$ cat config.mk
export PLATFORM = sky130hd
export DESIGN_NAME = jk_reg_bank
export DESIGN_NICKNAME = d
export VERILOG_FILES = /design/src/rtl/jk_reg_bank.sv
export SDC_FILE = /design/constraint.sdc
export NUM_CORES = 1
export LEC_CHECK = 0
export ABC_AREA = 0
export CAP_MARGIN = 40
export CORE_MARGIN = 2
export CORE_UTILIZATION = 45
export DETAILED_ROUTE_END_ITERATION = 16
export GPL_ROUTABILITY_DRIVEN = 1
export GPL_TIMING_DRIVEN = 1
export PLACE_DENSITY = 0.87
export SYNTH_ARGS = -nofsm -noshare
export SYNTH_HDL_FRONTEND = slang
export SYNTH_SLANG_ARGS = --single-unit
$ cat constraint.sdc
create_clock -name clk -period 5.5 [get_ports clk]
set_input_delay 1.1 -clock clk [delete_from_list [all_inputs] [get_ports clk]]
set_output_delay 1.1 -clock clk [all_outputs]
set_load 0.05 [all_outputs]
$ cat src/rtl/jk_reg_bank.sv
// WIDTH-bit register bank with per-bit JK control, up/down counting,
// parallel load, a one-cycle change strobe and a sticky wrap flag.
module jk_reg_bank #(
    parameter int unsigned          WIDTH     = 4,
    parameter logic [WIDTH-1:0]     RESET_VAL = '0
) (
    input  logic             clk,
    input  logic             R,
    input  logic             en,
    input  logic [1:0]       mode,
    input  logic [WIDTH-1:0] J,
    input  logic [WIDTH-1:0] K,
    input  logic             clr_ovf,
    output logic [WIDTH-1:0] Q,
    output logic [WIDTH-1:0] Qbar,
    output logic             tc,
    output logic             chg,
    output logic             ovf
);

    typedef enum logic [1:0] {
        MODE_JK   = 2'b00,
        MODE_UP   = 2'b01,
        MODE_DOWN = 2'b10,
        MODE_LOAD = 2'b11
    } mode_t;

    mode_t            op;
    logic [WIDTH-1:0] next_q;
    logic             wrap;

    assign op   = mode_t'(mode);
    assign Qbar = ~Q;

    // A counter wraps exactly when it sits at its terminal value.
    assign tc   = ((op == MODE_UP) && (&Q)) || ((op == MODE_DOWN) && (~|Q));
    assign wrap = en && tc;

    always_comb begin
        logic [WIDTH-1:0] up_t;
        logic [WIDTH-1:0] dn_t;
        up_t    = '0;
        dn_t    = '0;
        up_t[0] = 1'b1;
        dn_t[0] = 1'b1;
        for (int unsigned i = 1; i < WIDTH; i++) begin
            up_t[i] = up_t[i-1] & Q[i-1];
            dn_t[i] = dn_t[i-1] & ~Q[i-1];
        end
        next_q = Q;
        case (op)
            MODE_JK:   next_q = (J & ~Q) | (~K & Q);
            MODE_UP:   next_q = Q ^ up_t;
            MODE_DOWN: next_q = Q ^ dn_t;
            MODE_LOAD: next_q = J;
            default:   next_q = Q;
        endcase
    end

    always_ff @(posedge clk or posedge R) begin
        if (R) begin
            Q   <= RESET_VAL;
            chg <= 1'b0;
            ovf <= 1'b0;
        end else begin
            if (en) begin
                Q <= next_q;
            end
            chg <= en && (next_q != Q);
            if (wrap) begin
                ovf <= 1'b1;
            end else if (clr_ovf) begin
                ovf <= 1'b0;
            end
        end
    end

endmodule

### After elaboration in Yosys (flattened, before gate mapping)

Cells that the tools add are included.

| storage, ports and cells | value |
|---|---|
| bits in registers | 6 |
| word-level logic and storage cells | 34 |
| bits in read-only memories | 0 |
| memory bits (writable) | 0 |
| memories kept | 0 |
| bits in latches | 0 |
| output and inout port bits | 11 |

| cells by class | value |
|---|---|
| bitwise logic cells | 14 |
| divide/modulo/power cells | 0 |
| magnitude comparators | 0 |
| muxes and demuxes | 3 |
| reductions and logical operators | 10 |
| multipliers | 0 |
| shift-type cells | 0 |
| eq/ne operators | 4 |
| $add $sub $neg | 0 |

Operators by type and width:

| cell | count |
|---|---|
| 4-bit case mux with 4 select lines | 1 |
| 4-bit bitwise AND | 2 |
| 4-bit NOT | 2 |
| 4-bit bitwise XOR | 2 |
| 1-bit bitwise AND | 4 |
| 2-bit == test (second input constant) | 2 |
| 1-bit logical AND | 4 |
| 4-bit inequality test | 1 |
| 4-bit bitwise OR | 1 |
| 4-bit AND reduction | 1 |
| 4-bit OR reduction | 1 |
| 1-bit NOT | 3 |
| 2-bit by 1-bit == test with 1-bit output (second input constant) | 1 |
| 2-bit logical NOT | 1 |
| 1-bit two-way mux | 2 |
| 2-bit nonzero test | 1 |
| 1-bit logical NOT | 1 |
| 1-bit logical OR | 1 |

### Depth between registers and ports, before layout

| depth | value |
|---|---|
| word-level depth | 7 |
| gate-level depth with buffers | 8 |
| mapped depth without buffers | 7 |

### Worst setup path after synthesis

No wires, ideal clock.

| timing path | value |
|---|---|
| path kind | input-to-output |
| start | input mode[0] |
| end | output tc |
| path buffers | 0 |
| stages | 5 |
| slack | 1818 ps |
| arrival time | 2582 ps |
| cell sequence | inv_1 > ha_1 > or3b_1 > or3_1 > o21ai_1 |

| on the way | value |
|---|---|
| cells in the longest elaborated chain, start to end | 3 |

RTL lines:

| what | RTL line | RTL |
|---|---|---|
| start, declared | 10 | `input logic [1:0] mode,` |
| 2-bit by 1-bit == test with 1-bit output / 2-bit == test (equally long branches) | 36 | `assign tc = ((op == MODE_UP) && (&Q)) \|\| ((op == MODE_DOWN) && (~\|Q));` |
| 1-bit logical AND | 36 |  |
| 1-bit logical OR * | 36 |  |
| end, declared | 16 | `output logic tc,` |

Every way passes the cells marked *; elsewhere a longest branch is shown, timed or not.

### Worst setup path in the final report

Ends and elaborated chain as after synthesis.

==> impl_metrics.json <==
{
  "cp-start-kind": "input pin",
  "grt_first_pass_wirelength_um": 2470,
  "placeableCoreArea_um2": 1280,
  "start_util_pct": 48.0,
  "worstHoldEndpoint": "ovf",
  "final_hold_viol_count": 0,
  "fin_crit_sh_pct": 85.2,
  "dp_hpwl_um": 1210,
  "critical_path_class": "in2out",
  "ioPinCount": 25,
  "cts_resized": 0,
  "clk-insertion-delay-late_ns": 0.24,
  "antenna_found_initial": 0,
  "maxCapViolCount": 0,
  "synth_cells": 77,
  "cts_root_buf": "clkbuf_4",
  "synth_nets": 95,
  "synth.most_common_cell": "inv_1",
  "die_area_um2": 1680,
  "timing.rr.end": "Q[3]",
  "yosys_most_used_dff": "dfrtp_1",
  "synth_top_area_share_pct": 24.3,
  "cp_max_fo": 5,
  "cp.required_ns": 4.40,
  "die_h_um": 41.0,
  "grt_use_total_pct": 22.2,
  "final_layout_size_suffix_gt1_share_pct": 5.10,
  "routed_wl_um": 1470,
  "cts.path.max_buffers": 2,
  "reg2regPathDepth": 5,
  "fin_area_um2": 866,
  "area_growth_pct": 40.4,
  "hold_depth": 2,
  "die_w_um": 41.0,
  "synth_area_leaders": "dfrtp_1 (24%), ha_1 (8.1%), xnor2_1 (7.1%), inv_1 (6.1%), a221oi_1 (5.7%)",
  "hold_path.class": "reg2reg",
  "nets": 118,
  "grt_pass1_vias": 594,
  "crit_slowest_cell": "clkdlybuf4s50_1",
  "ys_ff_latch": 6,
  "wire_per_inst_um": 13.0,
  "worst_slew_pin_slew_ns": 0.492,
  "power_density_nw_per_um2": 344,
  "numCtsBuffers": 3,
  "grt-ovfl-total": 0,
  "r2r-start": "Q[1]",
  "cts_sinks": 6,
  "worst_clock_skew_ns": 0.00349,
  "end_kind": "primary output",
  "cts_tree": "done",
  "post-cts-setup-buffers": 0,
  "port_buffers": 24,
  "fin_tns_setup_ns": 0,
  "ys_seq_area_share_pct": 24.3,
  "outcome": "completed",
  "max_freq_mhz": 213,
  "period_needed_ns": 4.69,
  "path_clk_slew_ns": 0.05,
  "viasPerCell": 5.77,
  "n_fill_cell": 122,
  "synthTopCellsByCount": "inv_1 (10), dfrtp_1 (6), nand2_1 (6)",
  "synth_cell_type_count": 29,
  "routabilityCongestion": 0.883,
  "grt_max_degree": 12,
  "place_ws_ns": 0.824,
  "dr.pass1.iters": 4,
  "synthesis.area_um2": 617,
  "first_iter_violations": 31,
  "worst_slack_ns": 0.815,
  "relSlewSlack_pct": 67.1,
  "max-vdd-ir-drop_mv": 0.137,
  "cpPeakStageDelay_ns": 0.83,
  "htree_levels": 1,
  "total_power_mw": 0.298,
  "syn_area_per_cell_um2": 8.01,
  "placed_cell_area_um2": 843,
  "route.vias.total": 652,
  "power_leakage_nw": 0.351,
  "worst-path-buf-inv": 3,
  "worst_hold_startpoint": "ovf",
  "synth_edf_count": 0,
  "n_antenna_cell": 0,
  "cts_hold_buf": 0,
  "crit_arrival_ns": 3.59,
  "yosysWarnings": 0,
  "antenna_left": 0,
  "row_count": 13,
  "slew_viol_final": 0,
  "crit_chain": "clkdlybuf4s50_1 -> inv_1 -> ha_1 -> or3b_1 -> or3_1 -> o21ai_1 -> clkdlybuf4s50_1",
  "synth-async-reset-ratio_pct": 100,
  "finalSetupViolations": 0,
  "synth_area_leader_cell": "dfrtp_1",
  "rsz0062_at_grt": "false",
  "drc": 0,
  "cp_common_cell": "clkdlybuf4s50_1",
  "reg2reg_slack_ns": 3.83,
  "crit_family": "buffers and inverters"
}
==> per-layer routing <==
metal  vias to the layer above  global-route usage (%)  routed length (µm)
met4                         0                    16.7                  48
met1                       297                    25.2                 602
met3                         6                    3.26                 111
met5                         -                       0                   0
met2                        31                    37.1                 711
li1                        318                       -                   -
==> tightest hold or removal path: stages, from the launching register on <==
cell	delay [ns]
dfrtp_1	0.37
inv_1	0.05
o21ai_0	0.08
==> final cells by class <==
type,instances,area [µm²],share of cell area (%)
clock buffers,3,22.5,2.60
repair buffers,24,240,27.7
multi-input cells,55,397,45.8
well taps,15,18.8,2.17
flip-flops and latches,6,150,17.3
inverters,10,37.5,4.34
==> flip-flops by register name (all words and copies together), names as in the netlist <==
register	count
Q	4
ovf	1
chg	1
==> cell families after synthesis <==
| family | Yosys count | share of synthesized area (%) |
|---|---|---|
| compound gates | 25 | 31.4 |
| simple gates | 20 | 15.8 |
| buf+inv | 16 | 11.4 |
| flops | 6 | 24.3 |
| xor+xnor | 5 | 7.10 |
| fa+ha+maj | 4 | 8.11 |
| mux | 1 | 1.83 |
==> power by group <==
group | switching [mW] | internal, mW
Sequential | 0.0188 | 0.0533
Combinational | 0.114 | 0.0733
Clock | 0.0143 | 0.0246
==> stage by stage <==
| step | utilization [%] | hold slack [ns] | instances |
|---|---|---|---|
| 3_5_place_dp | 65.6 | 0.544 | 110 |
| 3_3_place_gp | 65.6 | 0.521 | 110 |
| 6_report | 67.4 | 0.541 | 113 |
| 5_1_grt | 67.4 | 0.591 | 113 |
| 2_1_floorplan | - | 0.758 | 77 |
| 4_1_cts | 67.4 | 0.551 | 113 |
==> layout by cell type, fill, tap and decap left out <==
cell | synthesis | final
or3_1 | 1 | 1
a31oi_1 | 1 | 1
clkdlybuf4s50_1 | 0 | 24
o21ai_1 | 1 | 1
ha_1 | 4 | 4
nand3_1 | 2 | 2
o311ai_4 | 1 | 1
a21oi_1 | 5 | 5
xnor2_1 | 5 | 5
o211ai_1 | 1 | 1
o22ai_1 | 1 | 1
a222oi_1 | 1 | 1
nand2_1 | 6 | 6
o31a_1 | 1 | 1
mux2_2 | 1 | 1
inv_1 | 10 | 10
or3b_1 | 1 | 1
dfrtp_1 | 6 | 6
and3_1 | 1 | 1
nor2_1 | 5 | 5
nor2b_1 | 1 | 1
clkbuf_4 | 0 | 3
a311oi_1 | 3 | 3
o21ai_0 | 4 | 4
nand2b_1 | 2 | 2
o221ai_1 | 2 | 2
and2_1 | 1 | 1
a221oi_1 | 4 | 4
==> how the worst max path moves through the flow <==
stage | to | slack [ns] | depth (start not counted) | from
final | tc | 0.81 | 7 | mode[0]
after global routing | tc | 0.71 | 7 | mode[0]
after CTS | tc | 0.81 | 7 | mode[0]
after detailed placement | tc | 0.82 | 7 | mode[0]
after global placement | tc | 0.91 | 7 | mode[0]
after floorplan | tc | 1.82 | 5 | mode[0]
No activity file was read; power rests on OpenSTA's default activity.
